--- config.mk ---
export PLATFORM = sky130hd
export DESIGN_NAME = token_exec
export DESIGN_NICKNAME = d
export VERILOG_FILES = /design/src/rtl/token_pkg.sv /design/src/rtl/token_exec.sv
export SDC_FILE = /design/constraint.sdc
export NUM_CORES = 1
export LEC_CHECK = 0
export ABC_AREA = 1
export BUFFER_PORTS_ARGS = -buffer_cell sky130_fd_sc_hd__buf_4
export CORE_MARGIN = 2
export CORE_UTILIZATION = 46
export CTS_BUF_LIST = sky130_fd_sc_hd__clkbuf_16
export CTS_CLUSTER_DIAMETER = 80
export CTS_CLUSTER_SIZE = 8
export DETAILED_ROUTE_END_ITERATION = 16
export GPL_ROUTABILITY_DRIVEN = 0
export PLACE_DENSITY_LB_ADDON = 0.05
export SLEW_MARGIN = 25
export SYNTH_ARGS = -nofsm -noshare
export SYNTH_HDL_FRONTEND = slang
export SYNTH_SLANG_ARGS = --single-unit
export TNS_END_PERCENT = 1
--- constraint.sdc ---
create_clock -name CLK -period 6.6 [get_ports CLK]
set_input_delay 0.99 -clock CLK [delete_from_list [all_inputs] [get_ports CLK]]
set_output_delay 0.99 -clock CLK [all_outputs]
set_load 0.005 [all_outputs]
--- src/rtl/token_pkg.sv ---
// token_pkg: token kinds, executor states and destination codes shared by the lexer and downstream stages.
package token_pkg;
  typedef enum logic [7:0] {
    K_NUM     = 8'h00,
    K_OUT     = 8'h01,
    K_A       = 8'h02,
    K_EQ      = 8'h03,
    K_B       = 8'h04,
    K_C       = 8'h05,
    K_IF      = 8'h06,
    K_LP      = 8'h07,
    K_RP      = 8'h08,
    K_PLUS    = 8'h09,
    K_MINUS   = 8'h0a,
    K_SEMI    = 8'h0b,
    K_EOF     = 8'h0c,
    K_ILLEGAL = 8'hff
  } kind_e;
  typedef enum logic [2:0] {S_STMT, S_EQ, S_LP, S_TERM, S_OP, S_SKIP, S_DONE, S_ERR} state_e;
  typedef enum logic [2:0] {D_A, D_B, D_C, D_OUT, D_COND} dest_e;
  function automatic kind_e decode_kind(input logic [7:0] code);
    return code <= 8'h0c ? kind_e'(code) : K_ILLEGAL;
  endfunction
endpackage

--- src/rtl/token_exec.sv ---
// token_exec: streaming executor for assign/out/if statements fed one token per valid cycle.
module token_exec
  import token_pkg::*;
#(
  parameter bit ERR_RECOVER = 1'b0
) (
  input  logic        CLK,
  input  logic        RST,
  input  logic        I_VALID,
  input  logic [15:0] I_DATA,
  output logic        O_VALID,
  output logic [7:0]  O_DATA,
  output logic        DONE,
  output logic        ERROR,
  output logic [7:0]  VAR_A,
  output logic [7:0]  VAR_B,
  output logic [7:0]  VAR_C
);
  state_e state_q, state_d;
  dest_e dest_q, dest_d;
  logic [7:0] acc_q, acc_d, a_q, a_d, b_q, b_d, c_q, c_d, o_data_q, o_data_d;
  logic sub_q, sub_d, o_valid_q, o_valid_d, done_q, done_d, error_q, error_d;
  kind_e kind;
  logic [7:0] tv;
  logic is_term, err;
  function automatic logic [7:0] term_val(input kind_e k, input logic [7:0] v, a, b, c);
    return k == K_A ? a : k == K_B ? b : k == K_C ? c : v;
  endfunction
  assign kind = decode_kind(I_DATA[15:8]);
  assign tv = term_val(kind, I_DATA[7:0], a_q, b_q, c_q);
  assign is_term = kind inside {K_NUM, K_A, K_B, K_C};
  always_comb begin
    state_d = state_q;
    dest_d = dest_q;
    acc_d = acc_q;
    sub_d = sub_q;
    a_d = a_q;
    b_d = b_q;
    c_d = c_q;
    o_valid_d = 1'b0;
    o_data_d = o_data_q;
    done_d = done_q;
    error_d = error_q;
    err = 1'b0;
    if (I_VALID) begin
      case (state_q)
        S_STMT:
          case (kind)
            K_A, K_B, K_C: begin
              dest_d = kind == K_A ? D_A : kind == K_B ? D_B : D_C;
              state_d = S_EQ;
            end
            K_OUT: begin
              dest_d = D_OUT;
              acc_d = '0;
              sub_d = 1'b0;
              state_d = S_TERM;
            end
            K_IF: state_d = S_LP;
            K_SEMI: state_d = S_STMT;
            K_EOF: begin
              done_d = 1'b1;
              state_d = S_DONE;
            end
            default: err = 1'b1;
          endcase
        S_EQ:
          if (kind == K_EQ) begin
            acc_d = '0;
            sub_d = 1'b0;
            state_d = S_TERM;
          end else err = 1'b1;
        S_LP:
          if (kind == K_LP) begin
            dest_d = D_COND;
            acc_d = '0;
            sub_d = 1'b0;
            state_d = S_TERM;
          end else err = 1'b1;
        S_TERM:
          if (is_term) begin
            acc_d = sub_q ? acc_q - tv : acc_q + tv;
            state_d = S_OP;
          end else err = 1'b1;
        S_OP:
          case (kind)
            K_PLUS, K_MINUS: begin
              sub_d = kind == K_MINUS;
              state_d = S_TERM;
            end
            K_SEMI:
              if (dest_q == D_COND) err = 1'b1;
              else begin
                a_d = dest_q == D_A ? acc_q : a_q;
                b_d = dest_q == D_B ? acc_q : b_q;
                c_d = dest_q == D_C ? acc_q : c_q;
                o_valid_d = dest_q == D_OUT;
                o_data_d = dest_q == D_OUT ? acc_q : o_data_q;
                state_d = S_STMT;
              end
            K_RP:
              if (dest_q != D_COND) err = 1'b1;
              else state_d = acc_q != '0 ? S_STMT : S_SKIP;
            default: err = 1'b1;
          endcase
        S_SKIP: begin
          state_d = kind == K_SEMI ? S_STMT : kind == K_EOF ? S_DONE : S_SKIP;
          done_d = done_q | (kind == K_EOF);
        end
        default: state_d = state_q;
      endcase
      // EOF always terminates, even when it is the offending token
      if (err) begin
        error_d = 1'b1;
        done_d = done_q | (kind == K_EOF);
        state_d = kind == K_EOF ? S_DONE : !ERR_RECOVER ? S_ERR : kind == K_SEMI ? S_STMT : S_SKIP;
      end
    end
  end
  always_ff @(posedge CLK or posedge RST) begin
    if (RST) begin
      state_q <= S_STMT;
      dest_q <= D_A;
      acc_q <= '0;
      sub_q <= 1'b0;
      a_q <= '0;
      b_q <= '0;
      c_q <= '0;
      o_valid_q <= 1'b0;
      o_data_q <= '0;
      done_q <= 1'b0;
      error_q <= 1'b0;
    end else begin
      state_q <= state_d;
      dest_q <= dest_d;
      acc_q <= acc_d;
      sub_q <= sub_d;
      a_q <= a_d;
      b_q <= b_d;
      c_q <= c_d;
      o_valid_q <= o_valid_d;
      o_data_q <= o_data_d;
      done_q <= done_d;
      error_q <= error_d;
    end
  end
  assign O_VALID = o_valid_q;
  assign O_DATA = o_data_q;
  assign DONE = done_q;
  assign ERROR = error_q;
  assign VAR_A = a_q;
  assign VAR_B = b_q;
  assign VAR_C = c_q;
endmodule

==> results of run 1 <==
==> flip-flops by register name, summed over array words and instances (netlist names) <==
register,count
sub_q,1
DONE,1
VAR_A,8
O_VALID,1
dest_q,3
state_q,3
VAR_B,8
acc_q,8
ERROR,1
O_DATA,8
VAR_C,8
==> per-layer routing <==
metal	vias up	wire, µm	global-route usage (%)
li1	1527	-	-
met1	1430	4030	30.7
met2	68	4270	37.6
met3	13	276	2.59
met4	0	177	6.03
met5	-	0	0
==> final timing paths <==
kind | startpoint | end | slack, ps | cells past startpoint
worst min-delay path | ERROR | ERROR | 460 | 1
max in group asynchronous | RST | sub_q | 5390 | 2
worst max register to register | VAR_A[1] | acc_q[7] | 3710 | 18
worst min register to register | ERROR | ERROR | 460 | 1
min in group asynchronous | RST | VAR_C[0] | 780 | 2
worst max-delay path | I_DATA[15] | acc_q[7] | 2660 | 25
==> worst max-delay path, cell delays in order <==
cell     delay [ps]
buf_4           110
inv_1            50
nand2_2          80
nor2_8          240
nand3_2         140
nor2_1          170
nand2_2         150
nand2_1          90
nand3_1          70
nand2_1         110
ha_1            170
nand3_1          80
nor2_1          140
nand4_1         100
nand2_1          80
xor2_1          170
ha_1            290
a21oi_1         150
o21ai_0          90
a31oi_1         200
nand3_1         110
nand2_1         100
nand4_1          80
nand3_1         110
nand2_1          60
==> power groups by stage <==
| stage | sequential [mW] | clock, mW | combinational, mW |
|---|---|---|---|
| after global routing | 0.402 | 0.278 | 0.597 |
| final | 0.396 | 0.259 | 0.524 |
| after floorplan | 0.379 | 0 | 0.423 |
| after global placement | 0.401 | 0 | 0.518 |
| after CTS | 0.395 | 0.266 | 0.524 |
| after detailed placement | 0.401 | 0 | 0.520 |
==> logic make-up after synthesis <==
logic type      Yosys count
compound gates           78
flops                    50
xor+xnor                  9
mux                      12
fa+ha+maj                 9
simple gates            183
buf+inv                  99
==> cell type report <==
type | instances | area share (%)
clock buffer | 5 | 3.05
clock inverter | 3 | 0.519
inverter | 97 | 9.10
multi-input combinational | 291 | 44.0
sequential | 50 | 30.5
tap | 99 | 3.02
timing repair buffer | 53 | 9.71
==> through the flow <==
step	util (%)	instance area [µm²]	hold slack (ps)	setup WS [ps]
detailed placement	54.5	3950	449	2350
global placement	54.4	3950	444	2420
global route	56.5	4100	488	2290
finish	56.5	4100	459	2660
CTS	56.5	4100	464	2670
floorplan	-	3430	451	2890
==> synthesized netlist by cell type <==
cell / count
nor2_8: 4
fa_1: 1
nor4_4: 1
dfrtp_1: 50
nor2_1: 46
a31oi_1: 2
nand4_2: 1
a22oi_1: 2
nand3_4: 3
nand2_1: 63
o22ai_2: 1
a21o_1: 1
nand4_4: 2
o21ai_2: 8
nor2_4: 5
inv_2: 7
o21ai_1: 3
buf_2: 1
o21bai_1: 3
o21ai_0: 14
clkinv_2: 1
xnor2_1: 4
clkbuf_1: 1
nor3_1: 11
xor2_1: 5
nand2_2: 7
nand4_1: 5
nor4_1: 2
ha_1: 8
mux2i_1: 12
inv_4: 2
o22ai_1: 3
inv_1: 87
nand3_1: 20
nor2_2: 4
nand3_2: 6
a21oi_1: 41
nand2_4: 3
==> impl_metrics.ini, run 1 <==
[outcome]
outcome = finished clean

[routing]
vias_per_cell = 5.08
drt_iter0_markers = 158
drt_wl_total_um = 8760
wl_per_cell_um = 14.6
first_pass_iters = 4
ant_nets = 0
dr_total_vias = 3038
drc = 0

[setup_path]
cp-end-kind = register
critPathArrivalTime_ps = 4120
critical_path_class = in -> reg
crit_fanout = 9
cp.required_ps = 6790
start_kind = input port

[placed_design]
hpwlAfterDp_um = 6920
port_buffers = 53
dp_cells = 590

[final_layout]
final_cells = 598
seq_area_um2 = 1250
layout-drive-gt1-share_pct = 23.2
multi_input_area_um2 = 1800
mostFrequentLayoutCells = inv_1, nand2_1, buf_4
area_growth_syn_to_layout_pct = 19.3
final_nets = 526
n_antenna_cell = 0
nFillCells = 734
layout.cells.most_common = inv_1

[synthesis]
syn_inst = 440
yosysUniqueCellTypes = 38
synth_seq_cells = 50
synth.area.top_cells = dfrtp_1, inv_1, nand2_1, a21oi_1, nor2_1
synthAdderAreaFrac_pct = 3.50
synthXorXnorAreaFrac_pct = 2.30
synth_top_family_by_area = simple AND/OR/NAND/NOR gates
yosysTopAreaCell = dfrtp_1
syn_area_per_cell_um2 = 7.81
synth-warning-count = 0
syn_area_um2 = 3430
ys_seq_area_share_pct = 36.4
muxShareOfSynthArea_pct = 3.50
synthSimpleGateAreaFrac_pct = 30.2
synth_compound_area_share_pct = 13.1
synth_fp_nets = 468
synthDominantCellAreaShare_pct = 36.4

[clock_network]
ctsHoldBuffers = 0
cts_resized = 0
cts_max_level = 2
cts.sinks = 50
root_buffer = clkbuf_16
cts_setup_buffers = 0
cts_tree = built
path_clk_slew_ps = 70
clock_latency_ps = 290
cts_buffers = 5
cts_buffer_depth = 2

[floorplanning]
chipHeight_um = 90.4
die_area_um2 = 8170
ioPinCount = 54
die_x_um = 90.4
rows = 31
core_area_um2 = 7250
start_util_pct = 47.4

[sta]
slew_violations = 0
period_minus_slack_ps = 3940
hold_viol_final = 0
finalCritPeriodShare_pct = 59.6
tightest_slew_ps = 651
relSlewSlack_pct = 56.5
rsz0062_at_grt = false
finalSetupTns_ps = 0
fin_skew_ps = 11.0
fmax_mhz = 254
setup_viol = 0

[power]
p_int_uw = 674
p_leak_nw = 2.28
peakVddDrop_v = 0.000155
p_per_area_nw_per_um2 = 288
power.total_mw = 1.18
clkPwrFrac_pct = 22.0
p_seq_share_pct = 33.6
p_sw_uw = 505
comb_power_share_pct = 44.5
swShare_pct = 42.8

[global_route]
grt_pass1_vias = 3057
antenna_found_initial = 0
grt_overflow = 0
grtUsageTotal_pct = 22.4
grt_max_degree = 51
grt_pass1_wl_um = 14800

[min_path]
hold_path.class = reg -> reg

[run]
drv_cap = 0
No activity file was read; power rests on OpenSTA's default activity.
==> inputs of run 2 (changes only) <==
==> constraint.sdc (replaced) <==
create_clock -name CLK -period 3.7 [get_ports CLK]
set_input_delay 0.555 -clock CLK [delete_from_list [all_inputs] [get_ports CLK]]
set_output_delay 0.555 -clock CLK [all_outputs]
set_load 0.005 [all_outputs]
==> run 2 against run 1 <==
Against the previous run: final cell count rose by 2.2%; core utilization increased by 2.1 points; setup slack worse by 2500 ps; critical endpoint unchanged; highest routed layer unchanged.
==> impl_metrics.ini, run 2 (same netlist as run 1, synthesis figures left out) <==
[global_route]
gr-usage-met3_pct = 2.75
grt_use_met2_pct = 38.8
grt.busiest_layer = met2
grt_pass1_vias = 3052
grt_pass1_wl_um = 15100
met1_usage_pct = 31.4
grt_overflow = 0
antenna_found_initial = 0
grtUsageTotal_pct = 23.0
grt_max_degree = 51

[sta]
rsz0062_at_grt = false
finalWorstSetupSlack_ps = 213
relSlewSlack_pct = 55.9
period_minus_slack_ps = 3490
tightest_slew_ps = 660
setup_viol = 0
fin_skew_ps = 4.96
fmax_mhz = 287
slew_violations = 0
hold_viol_final = 0
finalSetupTns_ps = 0
finalCritPeriodShare_pct = 94.2

[setup_path]
critPathArrivalTime_ps = 3670
start_kind = input port
reg2reg_slack_ps = 750
critical_path_class = in -> reg
rr_startpoint = VAR_B[0]
cp.required_ps = 3880
setup.worst_path.start = I_DATA[9]
crit_fanout = 5
endpoint = acc_q[7]
cp-end-kind = register
reg2reg_to = acc_q[7]
rr_worst_depth = 22

[power]
clkPwrFrac_pct = 23.6
comb_power_share_pct = 44.7
p_per_area_nw_per_um2 = 524
p_int_mw = 1.30
peakVddDrop_v = 0.000240
swShare_pct = 41.8
p_leak_nw = 2.35
p_sw_uw = 932
p_seq_share_pct = 31.7

[placed_design]
dp_cells = 597
port_buffers = 53
placed_area_um2 = 4000
hpwlAfterDp_um = 6990
pre_cts_slack_ps = -147

[clock_network]
cts_buffer_depth = 2
path_clk_slew_ps = 70
root_buffer = clkbuf_16
clock_latency_ps = 290
cts_buffers = 5
cts_max_level = 2
ctsHoldBuffers = 0
cts.sinks = 50
cts_tree = built

[final_layout]
final_nets = 539
final_util_pct = 58.6
final_cell_area_um2 = 4250
layout-drive-gt1-share_pct = 27.3
layout.cells.most_common = inv_1
seq_area_um2 = 1250
n_antenna_cell = 0
multi_input_area_um2 = 1850
nFillCells = 706
final_cells = 611
mostFrequentLayoutCells = inv_1, buf_4, nand2_1
area_growth_syn_to_layout_pct = 23.8

[routing]
dr_total_vias = 3124
drt_iter0_markers = 122
drc = 0
first_pass_iters = 5
ant_nets = 0
wl_per_cell_um = 15.1
drt_wl_total_um = 9230
vias_per_cell = 5.11

[run]
drv_cap = 0

[min_path]
hold_path.class = in -> async

[floorplanning]
rows = 31
core_area_um2 = 7250
chipHeight_um = 90.4
start_util_pct = 47.4
die_x_um = 90.4
die_area_um2 = 8170
ioPinCount = 54

[outcome]
outcome = finished clean
## run 2: final cells by class
cell class,instances,area share [%]
Clock buffer,5,2.94
Clock inverter,3,0.971
Inverter,97,8.77
Multi-Input combinational cell,292,43.5
Sequential cell,50,29.4
Tap cell,99,2.91
Timing Repair Buffer,65,11.5
## run 2: routing by layer
| layer | part of all wire (%) | vias to the layer above |
|---|---|---|
| li1 | - | 1555 |
| met1 | 46 | 1501 |
| met2 | 50 | 59 |
| met3 | 3.2 | 9 |
| met4 | 1.3 | 0 |
| met5 | 0 | - |
## run 2: what timing repair did
item / CTS / global route
hold endpoints to repair: 0 / 0
buffers inserted: 0 / 5
resized for setup: 0 / 14
setup endpoints to repair: 0 / 1
## run 2: through the flow
| stage | hold slack (ps) | power [mW] |
|---|---|---|
| after floorplan | 451 | 1.43 |
| after global placement | 451 | 1.66 |
| after detailed placement | 458 | 1.66 |
| after CTS | 381 | 2.19 |
| after global routing | 422 | 2.39 |
| final | 346 | 2.23 |
## run 2: how the worst min path moves through the flow
stage,start,to,slack (ps),cells after the start
floorplan,ERROR,ERROR,450,1
CTS,RST,O_DATA[2],380,2
detailed placement,ERROR,ERROR,460,1
finish,RST,O_DATA[2],350,2
global route,RST,O_DATA[2],420,2
global placement,ERROR,ERROR,450,1
## run 2: worst max-delay path: stages
cell and delay, ps:
buf_4 130, inv_1 180, nand2_4 70, inv_1 110
nand4_2 230, inv_4 150, nor2_8 50, nand3_1 70
nand2_2 70, inv_1 60, ha_2 180, nand3_2 80
nor2_2 130, nand4_1 90, nand2_1 90, xor2_1 190
ha_1 290, a21oi_1 140, o21ai_1 100, a31oi_2 210
inv_1 70, nand2_1 80, nand2_2 70, inv_1 50
nand2_1 40, nand3_1 100, nand2_1 60
## run 2: power by group through the flow
| stage | Sequential, mW | Clock [mW] | Combinational [mW] |
|---|---|---|---|
| after CTS | 0.706 | 0.529 | 0.953 |
| after global routing | 0.716 | 0.555 | 1.12 |
| final | 0.707 | 0.526 | 0.996 |
| after detailed placement | 0.717 | 0 | 0.945 |
| after floorplan | 0.677 | 0 | 0.754 |
| after global placement | 0.715 | 0 | 0.943 |
==> inputs of run 3 (changes only) <==
--- a/config.mk
+++ b/config.mk
@@ -5,7 +5,7 @@
 export SDC_FILE = /design/constraint.sdc
 export NUM_CORES = 1
 export LEC_CHECK = 0
-export ABC_AREA = 1
+export ABC_AREA = 0
 export BUFFER_PORTS_ARGS = -buffer_cell sky130_fd_sc_hd__buf_4
 export CORE_MARGIN = 2
 export CORE_UTILIZATION = 46
==> run 3 against run 2 <==
Against the previous run: the run now ends with setup timing left; routed wire length fell by 3.9%; final cell count fell by 20%; combinational power fell by 38%; register-to-register slack got worse by 360 ps; final area fell by 4.0%; global-route usage rose by 1.8 points.
==> impl_metrics.ini, run 3 <==
[outcome]
outcome = complete, but fails checks
violations = setup timing

[sta]
fmax_mhz = 263
hold_viol_final = 0
relSlewSlack_pct = 56.1
setup_viol = 1
slew_violations = 0
fin_skew_ps = 6.66
whs_ps = 312
tightest_slew_ps = 658
period_minus_slack_ps = 3800
rsz0062_at_grt = true
finalWorstSetupSlack_ps = -95.7
finalCritPeriodShare_pct = 103

[routing]
dr_total_vias = 2839
drc = 0
first_pass_iters = 4
drt_iter0_markers = 116
vias_per_cell = 5.79
drt_wl_total_um = 8870
ant_nets = 0
wl_per_cell_um = 18.1

[synthesis]
async_flop_share_pct = 100
synthTopCellsByCount = dfrtp_1, nand2_1, mux2_2
synth_fp_nets = 364
synth-warning-count = 0
synthDominantCellAreaShare_pct = 39.0
syn_inst = 336
syn_area_per_cell_um2 = 9.54
synth-edff-count = 0
yosysTopAreaCell = dfrtp_1
synth_seq_cells = 50
yosysMostFrequentCell = dfrtp_1
syn_area_um2 = 3210
synth.area.top_cells = dfrtp_1, mux2_2, nand2_1, o21ai_0, ha_1
yosysUniqueCellTypes = 57
yosys_most_used_dff = dfrtp_1
ys_seq_area_share_pct = 39.0

[floorplanning]
rows = 30
core_area_um2 = 6760
chipHeight_um = 87.5
start_util_pct = 47.5
ioPinCount = 54
die_x_um = 87.5
die_area_um2 = 7660

[final_layout]
mostFrequentLayoutCells = buf_4, dfrtp_1, nand2_1
nFillCells = 600
final_cells = 490
n_antenna_cell = 0
layout-drive-gt1-share_pct = 34.1
area_growth_syn_to_layout_pct = 27.2
layout.cells.most_common = buf_4
final_nets = 438
final_cell_area_um2 = 4080
final_util_pct = 60.4

[setup_path]
rr_worst_depth = 14
cp.required_ps = 3880
slowest_stage = or4_4
path_buf_inv = 4
crit_fanout = 4
critPathArrivalTime_ps = 3980
critical_path_class = in -> reg
crit_path_cell_trace = buf_6, or4_4, buf_6, nor3_4, a222oi_1, ha_1, mux2_4, inv_4, ha_4, nor2b_4, o21ai_2, a21oi_2, o41ai_2, xnor2_1, xnor2_1, buf_4, a22o_1
crit_cells = 17
start_kind = input port
cp-end-kind = register
cpLargestDelayFamily = compound AO/OA/AOI/OAI gates
cpPeakStageDelay_ps = 570

[placed_design]
placed_area_um2 = 3860
pre_cts_slack_ps = -340
hpwlAfterDp_um = 6460
port_buffers = 53
dp_cells = 481

[global_route]
grtUsageTotal_pct = 24.9
antenna_found_initial = 0
grt_pass1_vias = 2852
grt_overflow = 0
grt_max_degree = 28
grt_pass1_wl_um = 14600

[power]
p_leak_nw = 1.91
p_per_area_nw_per_um2 = 435
peakVddDrop_v = 0.000272

[clock_network]
clock_latency_ps = 290
cts_buffer_depth = 2
cts.sinks = 50
path_clk_slew_ps = 70
cts_buffers = 5
root_buffer = clkbuf_16
cts_tree = built
cts_max_level = 2

[run]
drv_cap = 0

[min_path]
hold_path.class = in -> async
## run 3: changes by cell type in the layout (fill, tap and decap cells not counted), sizes merged, moves of 25 or more
cell,delta
mux2,+27
nor2,-44
nand2,-38
nand3,-25
inv,-83
a21oi,-29
## run 3: layout make-up
class                           count  area [µm²]  area share, %
Timing Repair Buffer               88         672           16.5
Tap cell                           80         100           2.45
Inverter                           15        58.8           1.44
Clock buffer                        5         125           3.07
Clock inverter                      2        15.0          0.368
Multi-Input combinational cell    250        1860           45.5
Sequential cell                    50        1250           30.7
## run 3: worst paths after layout
check / from / end / slack [ps]
setup / recovery: I_DATA[15] / acc_q[7] / -100
hold / removal: RST / sub_q / 310
setup reg to reg: VAR_A[0] / acc_q[7] / 390
hold reg to reg: ERROR / ERROR / 480
max in group asynchronous: RST / O_DATA[6] / 2640
min in group CLK: ERROR / ERROR / 480
## run 3: per-stage QoR
step / setup TNS (ps) / power (mW)
detailed placement: -526 / 1.28
finish: -95.7 / 1.78
global route: -373 / 1.90
CTS: -4.02 / 1.74
global placement: -350 / 1.27
floorplan: -38.0 / 1.06
## run 3: metal layers
layer	share of wire, %	wire length, µm	track usage [%]
met1	45	4040	33.8
met2	49	4350	40.7
met3	4.1	368	3.51
met4	1.3	114	8.53
met5	0	0	0
## run 3: cell families (layout without fill, tap and decap cells)
logic type | Yosys count | count (layout) | synth area share [%]
AND/OR/NAND/NOR | 100 | 100 | 16.8
multiplexers | 28 | 28 | 9.79
AO/OA/AOI/OAI | 96 | 96 | 21.3
XOR/XNOR | 17 | 17 | 4.64
flip-flops | 50 | 50 | 39.0
adder cells (fa/ha/maj) | 9 | 9 | 3.75
buffers and inverters | 36 | 110 | 4.76
## run 3: power by group
part           internal [mW]  total, mW  switching [mW]
logic                  0.307      0.615           0.307
clock network          0.247      0.453           0.206
registers              0.594      0.708           0.114
total                   1.15       1.78           0.627
## run 3: timing repair
item	CTS	global route
hold buffers	0	0
setup endpoints to repair	1	2
resized for setup	1	14
pin swaps	0	11
setup buffers	0	2
